File: config.mk
export PLATFORM = sky130hd
export DESIGN_NAME = memory_bus_arbiter
export DESIGN_NICKNAME = d
export VERILOG_FILES = /design/src/rtl/mem_bus_pkg.sv /design/src/rtl/rr_select.sv /design/src/rtl/memory_bus_arbiter.sv
export SDC_FILE = /design/constraint.sdc
export NUM_CORES = 1
export LEC_CHECK = 0
export CORE_MARGIN = 3
export CORE_UTILIZATION = 44
export DETAILED_ROUTE_END_ITERATION = 8
export PLACE_DENSITY = 0.86
export REMOVE_ABC_BUFFERS = 1
export SLEW_MARGIN = 5
export SYNTH_ARGS = -nofsm -noshare
export SYNTH_HDL_FRONTEND = slang
export SYNTH_SLANG_ARGS = --single-unit
File: constraint.sdc
create_clock -name clk -period 3.4 [get_ports clk]
set_clock_uncertainty 0.1 [all_clocks]
set_input_delay 0.85 -clock clk [delete_from_list [all_inputs] [get_ports clk]]
set_output_delay 0.85 -clock clk [all_outputs]
set_load 0.005 [all_outputs]
File: src/rtl/mem_bus_pkg.sv
// Shared types for the memory bus arbiter: FSM state encoding and the
// 2-bit transfer size codes used on both the master and memory sides.
package mem_bus_pkg;

   typedef enum logic [1:0] {
      IDLE,
      ACCESS,
      RESP
   } state_e;

   localparam logic [1:0] SZ_NONE = 2'b00;
   localparam logic [1:0] SZ_BYTE = 2'b01;
   localparam logic [1:0] SZ_HALF = 2'b10;
   localparam logic [1:0] SZ_WORD = 2'b11;

   // A transfer carrying both codes is a write; the read code is dropped.
   function automatic logic [1:0] eff_read(input logic [1:0] rd, input logic [1:0] wr);
      return (wr != SZ_NONE) ? SZ_NONE : rd;
   endfunction

endpackage

File: src/rtl/rr_select.sv
// Combinational round-robin picker: the first eligible requester found
// searching upward from last_grant+1 (modulo N) wins; output is one-hot.
module rr_select #(
   parameter int unsigned N  = 2,
   parameter int unsigned IW = 1
) (
   input  logic [N-1:0]  req,
   input  logic [N-1:0]  mask,
   input  logic [IW-1:0] last_grant,
   output logic [N-1:0]  gnt
);

   logic [N-1:0] elig;
   logic         found;

   assign elig = req & mask;

   always_comb begin
      gnt   = '0;
      found = 1'b0;
      for (int unsigned k = 1; k <= N; k++) begin
         for (int unsigned j = 0; j < N; j++) begin
            if (!found && elig[j] && (j == (32'(last_grant) + k) % N)) begin
               gnt[j] = 1'b1;
               found  = 1'b1;
            end
         end
      end
   end

endmodule

File: src/rtl/memory_bus_arbiter.sv
// Multi-master memory bus arbiter: round-robin grant with optional bus lock,
// single outstanding memory access, ack/err completion and access timeout.
module memory_bus_arbiter
   import mem_bus_pkg::*;
#(
   parameter int unsigned N_MASTERS = 2,
   parameter int unsigned ADDR_W    = 32,
   parameter int unsigned DATA_W    = 32,
   parameter int unsigned TIMEOUT   = 255
) (
   input  logic                          clk,
   input  logic                          rst,
   input  logic [N_MASTERS-1:0]          m_req,
   input  logic [N_MASTERS-1:0]          m_lock,
   input  logic [2*N_MASTERS-1:0]        m_mem_read,
   input  logic [2*N_MASTERS-1:0]        m_mem_write,
   input  logic [ADDR_W*N_MASTERS-1:0]   m_address,
   input  logic [DATA_W*N_MASTERS-1:0]   m_word_in,
   output logic [N_MASTERS-1:0]          grant,
   output logic [N_MASTERS-1:0]          m_ack,
   output logic [N_MASTERS-1:0]          m_err,
   output logic [DATA_W-1:0]             m_word_out,
   output logic [1:0]                    mem_read,
   output logic [1:0]                    mem_write,
   output logic [ADDR_W-1:0]             address,
   output logic [DATA_W-1:0]             word_in,
   input  logic [DATA_W-1:0]             mem_word_out,
   input  logic                          mem_ready
);

   localparam int unsigned IW = (N_MASTERS > 1) ? $clog2(N_MASTERS) : 1;
   localparam int unsigned CW = 16;

   state_e                state_q, state_d;
   logic [N_MASTERS-1:0]  grant_q, grant_d;
   logic [N_MASTERS-1:0]  ack_q, ack_d;
   logic [N_MASTERS-1:0]  err_q, err_d;
   logic [N_MASTERS-1:0]  lock_mask_q, lock_mask_d;
   logic                  lock_q, lock_d;
   logic [IW-1:0]         last_grant_q, last_grant_d;
   logic [1:0]            mem_read_q, mem_read_d;
   logic [1:0]            mem_write_q, mem_write_d;
   logic [ADDR_W-1:0]     address_q, address_d;
   logic [DATA_W-1:0]     word_in_q, word_in_d;
   logic [DATA_W-1:0]     rdata_q, rdata_d;
   logic [CW-1:0]         cnt_q, cnt_d;

   logic [N_MASTERS-1:0]  mask;
   logic [N_MASTERS-1:0]  win;
   logic [IW-1:0]         owner_idx;
   logic [1:0]            win_rd, win_wr;
   logic [ADDR_W-1:0]     win_addr;
   logic [DATA_W-1:0]     win_data;

   // While locked only the lock owner may win arbitration.
   assign mask = lock_q ? lock_mask_q : '1;

   rr_select #(
      .N  (N_MASTERS),
      .IW (IW)
   ) u_rr_select (
      .req        (m_req),
      .mask       (mask),
      .last_grant (last_grant_q),
      .gnt        (win)
   );

   always_comb begin
      win_rd   = SZ_NONE;
      win_wr   = SZ_NONE;
      win_addr = '0;
      win_data = '0;
      for (int unsigned i = 0; i < N_MASTERS; i++) begin
         if (win[i]) begin
            win_rd   = m_mem_read[2*i +: 2];
            win_wr   = m_mem_write[2*i +: 2];
            win_addr = m_address[ADDR_W*i +: ADDR_W];
            win_data = m_word_in[DATA_W*i +: DATA_W];
         end
      end
   end

   always_comb begin
      owner_idx = '0;
      for (int unsigned i = 0; i < N_MASTERS; i++) begin
         if (grant_q[i]) owner_idx = IW'(i);
      end
   end

   always_comb begin
      state_d      = state_q;
      grant_d      = grant_q;
      ack_d        = '0;
      err_d        = '0;
      lock_d       = lock_q;
      lock_mask_d  = lock_mask_q;
      last_grant_d = last_grant_q;
      mem_read_d   = mem_read_q;
      mem_write_d  = mem_write_q;
      address_d    = address_q;
      word_in_d    = word_in_q;
      rdata_d      = rdata_q;
      cnt_d        = cnt_q;
      unique case (state_q)
         IDLE: begin
            if (|win) begin
               state_d     = ACCESS;
               grant_d     = win;
               mem_read_d  = eff_read(win_rd, win_wr);
               mem_write_d = win_wr;
               address_d   = win_addr;
               word_in_d   = win_data;
               cnt_d       = '0;
            end
         end
         ACCESS: begin
            // mem_ready takes priority over a timeout landing on the same edge.
            if (mem_ready) begin
               state_d = RESP;
               ack_d   = grant_q;
               if (mem_read_q != SZ_NONE) rdata_d = mem_word_out;
            end else if (cnt_q == CW'(TIMEOUT - 1)) begin
               state_d = RESP;
               err_d   = grant_q;
            end else begin
               cnt_d = cnt_q + 1'b1;
            end
         end
         RESP: begin
            state_d      = IDLE;
            grant_d      = '0;
            mem_read_d   = SZ_NONE;
            mem_write_d  = SZ_NONE;
            last_grant_d = owner_idx;
            if ((|(m_lock & grant_q)) && !(|err_q)) begin
               lock_d      = 1'b1;
               lock_mask_d = grant_q;
            end else begin
               lock_d      = 1'b0;
               lock_mask_d = '0;
            end
         end
         default: state_d = IDLE;
      endcase
   end

   always_ff @(posedge clk) begin
      if (rst) begin
         state_q      <= IDLE;
         grant_q      <= '0;
         ack_q        <= '0;
         err_q        <= '0;
         lock_q       <= 1'b0;
         lock_mask_q  <= '0;
         last_grant_q <= IW'(N_MASTERS - 1);
         mem_read_q   <= SZ_NONE;
         mem_write_q  <= SZ_NONE;
         address_q    <= '0;
         word_in_q    <= '0;
         rdata_q      <= '0;
         cnt_q        <= '0;
      end else begin
         state_q      <= state_d;
         grant_q      <= grant_d;
         ack_q        <= ack_d;
         err_q        <= err_d;
         lock_q       <= lock_d;
         lock_mask_q  <= lock_mask_d;
         last_grant_q <= last_grant_d;
         mem_read_q   <= mem_read_d;
         mem_write_q  <= mem_write_d;
         address_q    <= address_d;
         word_in_q    <= word_in_d;
         rdata_q      <= rdata_d;
         cnt_q        <= cnt_d;
      end
   end

   assign grant      = grant_q;
   assign m_ack      = ack_q;
   assign m_err      = err_q;
   assign m_word_out = rdata_q;
   assign mem_read   = mem_read_q;
   assign mem_write  = mem_write_q;
   assign address    = address_q;
   assign word_in    = word_in_q;

endmodule
==> impl_metrics.toml, run 1 <==
[routing]
avgViaCountPerCell = 5.77
first_pass_iters = 4
route.final.wire_length_mm = 20.1
drtIter0Drc = 382
remaining_drc_errors = 0
vias = 6016
avg_wl_per_cell_um = 19.3
antenna_violating_nets_post_route = 0

[worst_hold_path]
hold_class = "flop to flop"

[cts]
post_cts.resized_instances = 0
ctsRootBufferMaster = "sky130_fd_sc_hd__clkbuf_16"
numClockSinks = 128
buffers_from_clock_root_to_sink_at_most = 2
tritoncts = "built"
cts.hold.buffers_added = 0
ctsHtreeMaxLevel = 4
post_cts_setup_bufs = 0
insertion_delay_ns = 0.41
tritoncts.num_buffers = 17
clk_transition_reported_paths_ns = 0.06

[sta]
setup_viol_count_final = 0
period_share_pct = 78.5
unrepaired_setup_endpoints_after_global_routing = "no"
report.final.hold_viol_count = 0
tightest_pin_transition_ns = 0.889
max_clock_freq_ghz = 0.375
relSlewSlack_pct = 40.2
finalSetupTns_ns = 0
fin_ws_ns = 0.731
finalCriticalPeriod_ns = 2.67
timing_max_transition_violations_final = 0

[cells_and_area]
area.growth.synth_to_final_pct = 63.4
multi_input_area_um2 = 2860
layout.core_utilization_pct = 75.2
ff_latch_area_um2 = 2560
fin_nets = 1038
fill_cells = 824
insertedDiodeCount = 0
final_layout_size_suffix_gt1_share_pct = 6.18
final_design_area_no_fill_um2 = 9220

[critical_path]
endpoint_kind = "flop"
regToRegSetupSlack_ns = 0.99
path_cells = "clkdlybuf4s50_1 > a22o_1 > o21ai_4 > buf_4 > nand2_1 > a21oi_1"
critical_path_required_ns = 3.63
start_kind = "input port"
critical_path_arrival_ns = 2.89
timing_worst_setup_path_type = "input port to flop"
crit_path_top_delay_cell = "sky130_fd_sc_hd__clkdlybuf4s50_1"
cpPeakStageDelay_ns = 0.52
critical_path.max_fanout = 42

[placement]
detailed_place_hpwl_mm = 13.8
placement.io_buffers = 280
place_area_um2 = 8560
dp_worst_setup_slack_ns = 0.320
gp_routability_congestion = 0.831

[power_and_ir_drop]
vdd_drop_max_mv = 0.364
p_per_area_nw_per_um2 = 490
leakage_uw = 0.00343

[floorplan]
dieHeight_um = 119
die_area_um2 = 14200
fp.coreArea_um2 = 12300
die-width_um = 119
io_pins = 281
rows = 40
initial_core_util_pct = 46.0

[outcome]
run_status = "complete, no violations"

[synthesis]
async_flop_share_pct = 0
synthCells = 611
synth_enable_flop_cells = 0
yosys_reg_bits = 128
synth_top_flop_cell = "sky130_fd_sc_hd__dfxtp_1"
synth.lib_cells_used.distinct = 51
average_cell_area_after_synthesis_um2 = 9.24
seq_area_frac_synth_pct = 45.4
yosys_warnings = 0
synth_top_area_share_pct = 45.4
synthMostInstantiatedCell = "sky130_fd_sc_hd__dfxtp_1"
syn-cell-area_um2 = 5640
post_synth_main_area_contributors = "sky130_fd_sc_hd__dfxtp_1 (45%), sky130_fd_sc_hd__a311o_1 (11%), sky130_fd_sc_hd__nor3b_1 (8.5%)"
yosys-top-cells-count = "sky130_fd_sc_hd__dfxtp_1 (128), sky130_fd_sc_hd__nand2_1 (73), sky130_fd_sc_hd__and3_1 (69)"
netlist.top_cell.by_area = "sky130_fd_sc_hd__dfxtp_1"

[global_route]
largest_net_degree_at_the_start_of_global_routing = 73
number_of_antenna_violations_at_the_first_check_in_global_routing = 1
gr-total-overflow = 0
via_count_of_the_first_global_routing_pass = 6141
track_usage_pct = 27.7
grt_pass1_wl_mm = 31.9

[run]
cap_violations = 0
where the power goes:
part	internal [uW]	switching, uW	leakage (uW)
Combinational	466	332	0.00207
Clock	1380	685	0.000314
Sequential	1600	54.9	0.00104
Total	3440	1070	0.00343
cells by family (layout without fill, tap and decap cells):
group	Yosys count	in the layout	share of synthesized area (%)
muxes	2	2	0.377
xor gates and xnor gates	3	3	0.466
DFF	128	128	45.4
and+or+nand+nor	266	266	27.8
adders and majority gates	2	2	0.443
AOI/OAI and AO/OA	147	147	21.0
buffers and inverters	63	326	4.52
registers in the layout, indices dropped and copies added, names as in the netlist:
name and count:
grant 2, word_in 32, mem_write 2, state_q 2, lock_q 1, m_word_out 32, last_grant_q 1, m_err 2
cnt_q 16, mem_read 2, lock_mask_q 2, address 32, m_ack 2
layout make-up:
| type | instances | share of cell area (%) |
|---|---|---|
| clock inverters | 13 | 2.54 |
| flip-flops and latches | 128 | 27.8 |
| repair buffers | 289 | 31.5 |
| multi-input cells | 420 | 31.0 |
| inverters | 5 | 0.204 |
| well taps | 168 | 2.28 |
| clock buffers | 19 | 4.69 |
layer usage:
layer	vias up	track usage, %	wire, um
li1	2813	-	-
met1	2881	30.5	7440
met2	280	48.1	10100
met3	40	10.5	2020
met4	2	10.8	515
met5	-	0	15
metrics by stage:
stage	total power (uW)	instances	hold slack, ns
after floorplan	1930	553	0.347
after global placement	2460	1010	0.341
after detailed placement	2470	1010	0.346
after CTS	4540	1042	0.353
after global routing	4670	1042	0.369
final	4510	1042	0.352
cell usage in the layout (no fill, tap or decap), types with 3 or more instances in the layout:
| master | n |
|---|---|
| sky130_fd_sc_hd__xnor2_1 | 3 |
| sky130_fd_sc_hd__or3_1 | 4 |
| sky130_fd_sc_hd__nand2_1 | 73 |
| sky130_fd_sc_hd__nor3b_1 | 64 |
| sky130_fd_sc_hd__buf_4 | 7 |
| sky130_fd_sc_hd__nand3_1 | 8 |
| sky130_fd_sc_hd__a22o_1 | 3 |
| sky130_fd_sc_hd__dfxtp_1 | 128 |
| sky130_fd_sc_hd__nor2_1 | 8 |
| sky130_fd_sc_hd__o21ai_1 | 3 |
| sky130_fd_sc_hd__nand4_1 | 6 |
| sky130_fd_sc_hd__a22oi_1 | 6 |
| sky130_fd_sc_hd__buf_12 | 3 |
| sky130_fd_sc_hd__a311o_1 | 64 |
| sky130_fd_sc_hd__o31ai_1 | 11 |
| sky130_fd_sc_hd__clkinvlp_4 | 3 |
| sky130_fd_sc_hd__nand2b_1 | 4 |
| sky130_fd_sc_hd__a21oi_1 | 43 |
| sky130_fd_sc_hd__o21ai_0 | 3 |
| sky130_fd_sc_hd__clkbuf_16 | 17 |
| sky130_fd_sc_hd__inv_1 | 4 |
| sky130_fd_sc_hd__nor2b_1 | 4 |
| sky130_fd_sc_hd__and3_1 | 69 |
| sky130_fd_sc_hd__bufinv_16 | 6 |
| sky130_fd_sc_hd__or4_1 | 8 |
| sky130_fd_sc_hd__nor4_1 | 3 |
| sky130_fd_sc_hd__clkdlybuf4s50_1 | 279 |
final timing paths:
check,from,endpoint,depth (start not counted)
max,m_req[0],cnt_q[6],6
max reg2reg,cnt_q[1],m_err[0],5
min reg2reg,m_word_out[9],m_word_out[9],2
min,m_word_out[9],m_word_out[9],2
critical path: cells and delay by family:
kind            cells  cell delay [ns]
buf+inv             2             0.89
compound gates      3             0.74
simple gates        1             0.40
(Power assumes the default switching activity.)
==> run 2, diff against run 1 <==
- CORE_UTILIZATION: 44 -> 37
- PLACE_DENSITY: 0.86 -> 0.77
- clock period: 3.4 -> 2.4 ns (I/O delays scaled with it)
==> impl_metrics.toml, run 2 (synthesized netlist as in run 1, its figures left out) <==
[global_route]
number_of_antenna_violations_at_the_first_check_in_global_routing = 0
via_count_of_the_first_global_routing_pass = 5872
largest_net_degree_at_the_start_of_global_routing = 67
track_usage_pct = 22.6
grt_pass1_wl_mm = 30.0
gr-total-overflow = 0

[floorplan]
rows = 44
initial_core_util_pct = 38.4
dieHeight_um = 129
die_area_um2 = 16800
die-width_um = 129
io_pins = 281
fp.coreArea_um2 = 14700

[routing]
route.final.wire_length_mm = 19.2
first_pass_iters = 4
avgViaCountPerCell = 5.40
drtIter0Drc = 279
remaining_drc_errors = 0
avg_wl_per_cell_um = 17.6
antenna_violating_nets_post_route = 0
vias = 5892

[cells_and_area]
fill_cells = 1239
insertedDiodeCount = 0
final_layout_size_suffix_gt1_share_pct = 9.91
mostFrequentLayoutCell = "sky130_fd_sc_hd__clkdlybuf4s50_1"
final_design_area_no_fill_um2 = 9580
ff_latch_area_um2 = 2560
final_cell_count_no_fill = 1092
area.growth.synth_to_final_pct = 69.7
multi_input_area_um2 = 2860
fin_nets = 1072
most-common-layout-cells = "sky130_fd_sc_hd__clkdlybuf4s50_1 (279), sky130_fd_sc_hd__dfxtp_1 (128), sky130_fd_sc_hd__nand2_1 (73), sky130_fd_sc_hd__and3_1 (69)"

[cts]
tritoncts = "built"
numClockSinks = 128
ctsRootBufferMaster = "sky130_fd_sc_hd__clkbuf_16"
insertion_delay_ns = 0.41
tritoncts.num_buffers = 17
ctsHtreeMaxLevel = 4
clk_transition_reported_paths_ns = 0.06
buffers_from_clock_root_to_sink_at_most = 2

[critical_path]
worst-path-stages = 1
timing_worst_setup_path_type = "flop to primary output"
endpoint_kind = "primary output"
worst_path_dominant_cell_family = "buffers and inverters"
cpPeakStageDelay_ns = 0.56
worstPathBufferInverterCount = 1
crit_path_top_delay_cell = "sky130_fd_sc_hd__clkdlybuf4s50_1"
critical_path_required_ns = 1.70
critical_path.max_fanout = 7
path_cells = "clkdlybuf4s50_1"
worst_r2r_path_depth = 8
critical_path_arrival_ns = 1.41
start_kind = "flop"
regToRegSetupSlack_ns = 0.30

[power_and_ir_drop]
comb_power_share_pct = 19.4
vdd_drop_max_mv = 0.417
p_per_area_nw_per_um2 = 666
switching_share_pct = 24.1
seq_power_share_pct = 36.6
net-switching-power_uw = 1540
leakage_uw = 0.00362
p_int_uw = 4850
clock_power_share_pct = 44.0

[sta]
relSlewSlack_pct = 60.2
report.final.hold_viol_count = 0
unrepaired_setup_endpoints_after_global_routing = "no"
timing_max_transition_violations_final = 0
fin_ws_ns = 0.286
setup_viol_count_final = 0
max_clock_freq_ghz = 0.473
period_share_pct = 88.1
tightest_pin_transition_ns = 0.597
finalCriticalPeriod_ns = 2.11

[run]
cap_violations = 0

[worst_hold_path]
hold-path-cell-count = 2
hold_class = "flop to flop"

[placement]
placement.io_buffers = 280
dp_worst_setup_slack_ns = -0.0662
detailed_place_hpwl_mm = 13.6
count_of_placed_standard_cells_including_taps = 1059
gp_routability_congestion = 0.809
place_area_um2 = 8920

[outcome]
run_status = "complete, no violations"
[run 2: changes by cell type in the layout (fill, tap and decap cells not counted), moves of 2 or more]
| cell | delta |
|---|---|
| sky130_fd_sc_hd__buf_4 | +26 |
| sky130_fd_sc_hd__buf_12 | +8 |
| sky130_fd_sc_hd__clkbuf_8 | +3 |
| sky130_fd_sc_hd__bufinv_16 | -2 |
| sky130_fd_sc_hd__clkinvlp_4 | -2 |
[run 2: worst register-to-register path, cell delays in order (launching register included)]
cell and delay (ns):
sky130_fd_sc_hd__dfxtp_1 0.33, sky130_fd_sc_hd__inv_1 0.10, sky130_fd_sc_hd__ha_1 0.14, sky130_fd_sc_hd__or4b_4 0.48, sky130_fd_sc_hd__o41ai_4 0.28, sky130_fd_sc_hd__buf_4 0.19
sky130_fd_sc_hd__buf_4 0.13, sky130_fd_sc_hd__nor4_1 0.05, sky130_fd_sc_hd__a41o_1 0.20
[run 2: power groups by stage]
stage	combinational, uW	clock [uW]	sequential, uW
floorplan	353	0	2380
global placement	1230	0	2370
detailed placement	1240	0	2380
CTS	1250	2860	2330
global route	1330	2970	2350
finish	1240	2810	2330
[run 2: area by class of cell]
type	count	area share [%]
timing repair buffer	323	34.0
multi-input combinational	420	29.8
sequential	128	26.8
clock buffer	21	4.91
tap	184	2.40
clock inverter	11	1.84
inverter	5	0.196
[run 2: timing repair]
action	CTS	global route
setup endpoints to repair	0	3
gates resized for setup	0	0
buffers inserted	0	1
hold buffers	0	0
hold endpoints to repair	0	0
[run 2: path summary, 6_finish.rpt]
| kind | end | startpoint |
|---|---|---|
| setup / recovery | grant[1] | grant[1] |
| hold / removal | m_word_out[9] | m_word_out[9] |
| setup reg to reg | cnt_q[1] | cnt_q[0] |
| hold reg to reg | m_word_out[9] | m_word_out[9] |
[run 2: per-stage QoR]
step | power (uW) | setup TNS [ns] | utilization, % | hold WS [ns]
6_report | 6380 | 0 | 65.2 | 0.352
5_1_grt | 6640 | 0 | 65.2 | 0.367
4_1_cts | 6450 | 0 | 65.1 | 0.354
3_5_place_dp | 3620 | -3.23 | 60.7 | 0.346
3_3_place_gp | 3610 | -1.85 | 60.7 | 0.342
2_1_floorplan | 2740 | -77.79 | - | 0.347
[run 2: routing by layer]
metal | vias to the layer above | share of wire, % | wire, um | GRT usage [%]
met4 | 0 | 1.7 | 321 | 7.89
met5 | - | 0 | 0 | 0
met2 | 207 | 49 | 9480 | 39.2
met3 | 26 | 9.1 | 1750 | 8.45
met1 | 2779 | 40 | 7700 | 25.6
li1 | 2880 | - | - | -
==> run 3, diff against run 2 <==
- CAP_MARGIN: not set -> 20
- SKIP_CTS_REPAIR_TIMING: not set -> 1
- TNS_END_PERCENT: not set -> 30
==> results of run 3 <==
The final DEF is identical to that of run 2; final timing and power are the same.
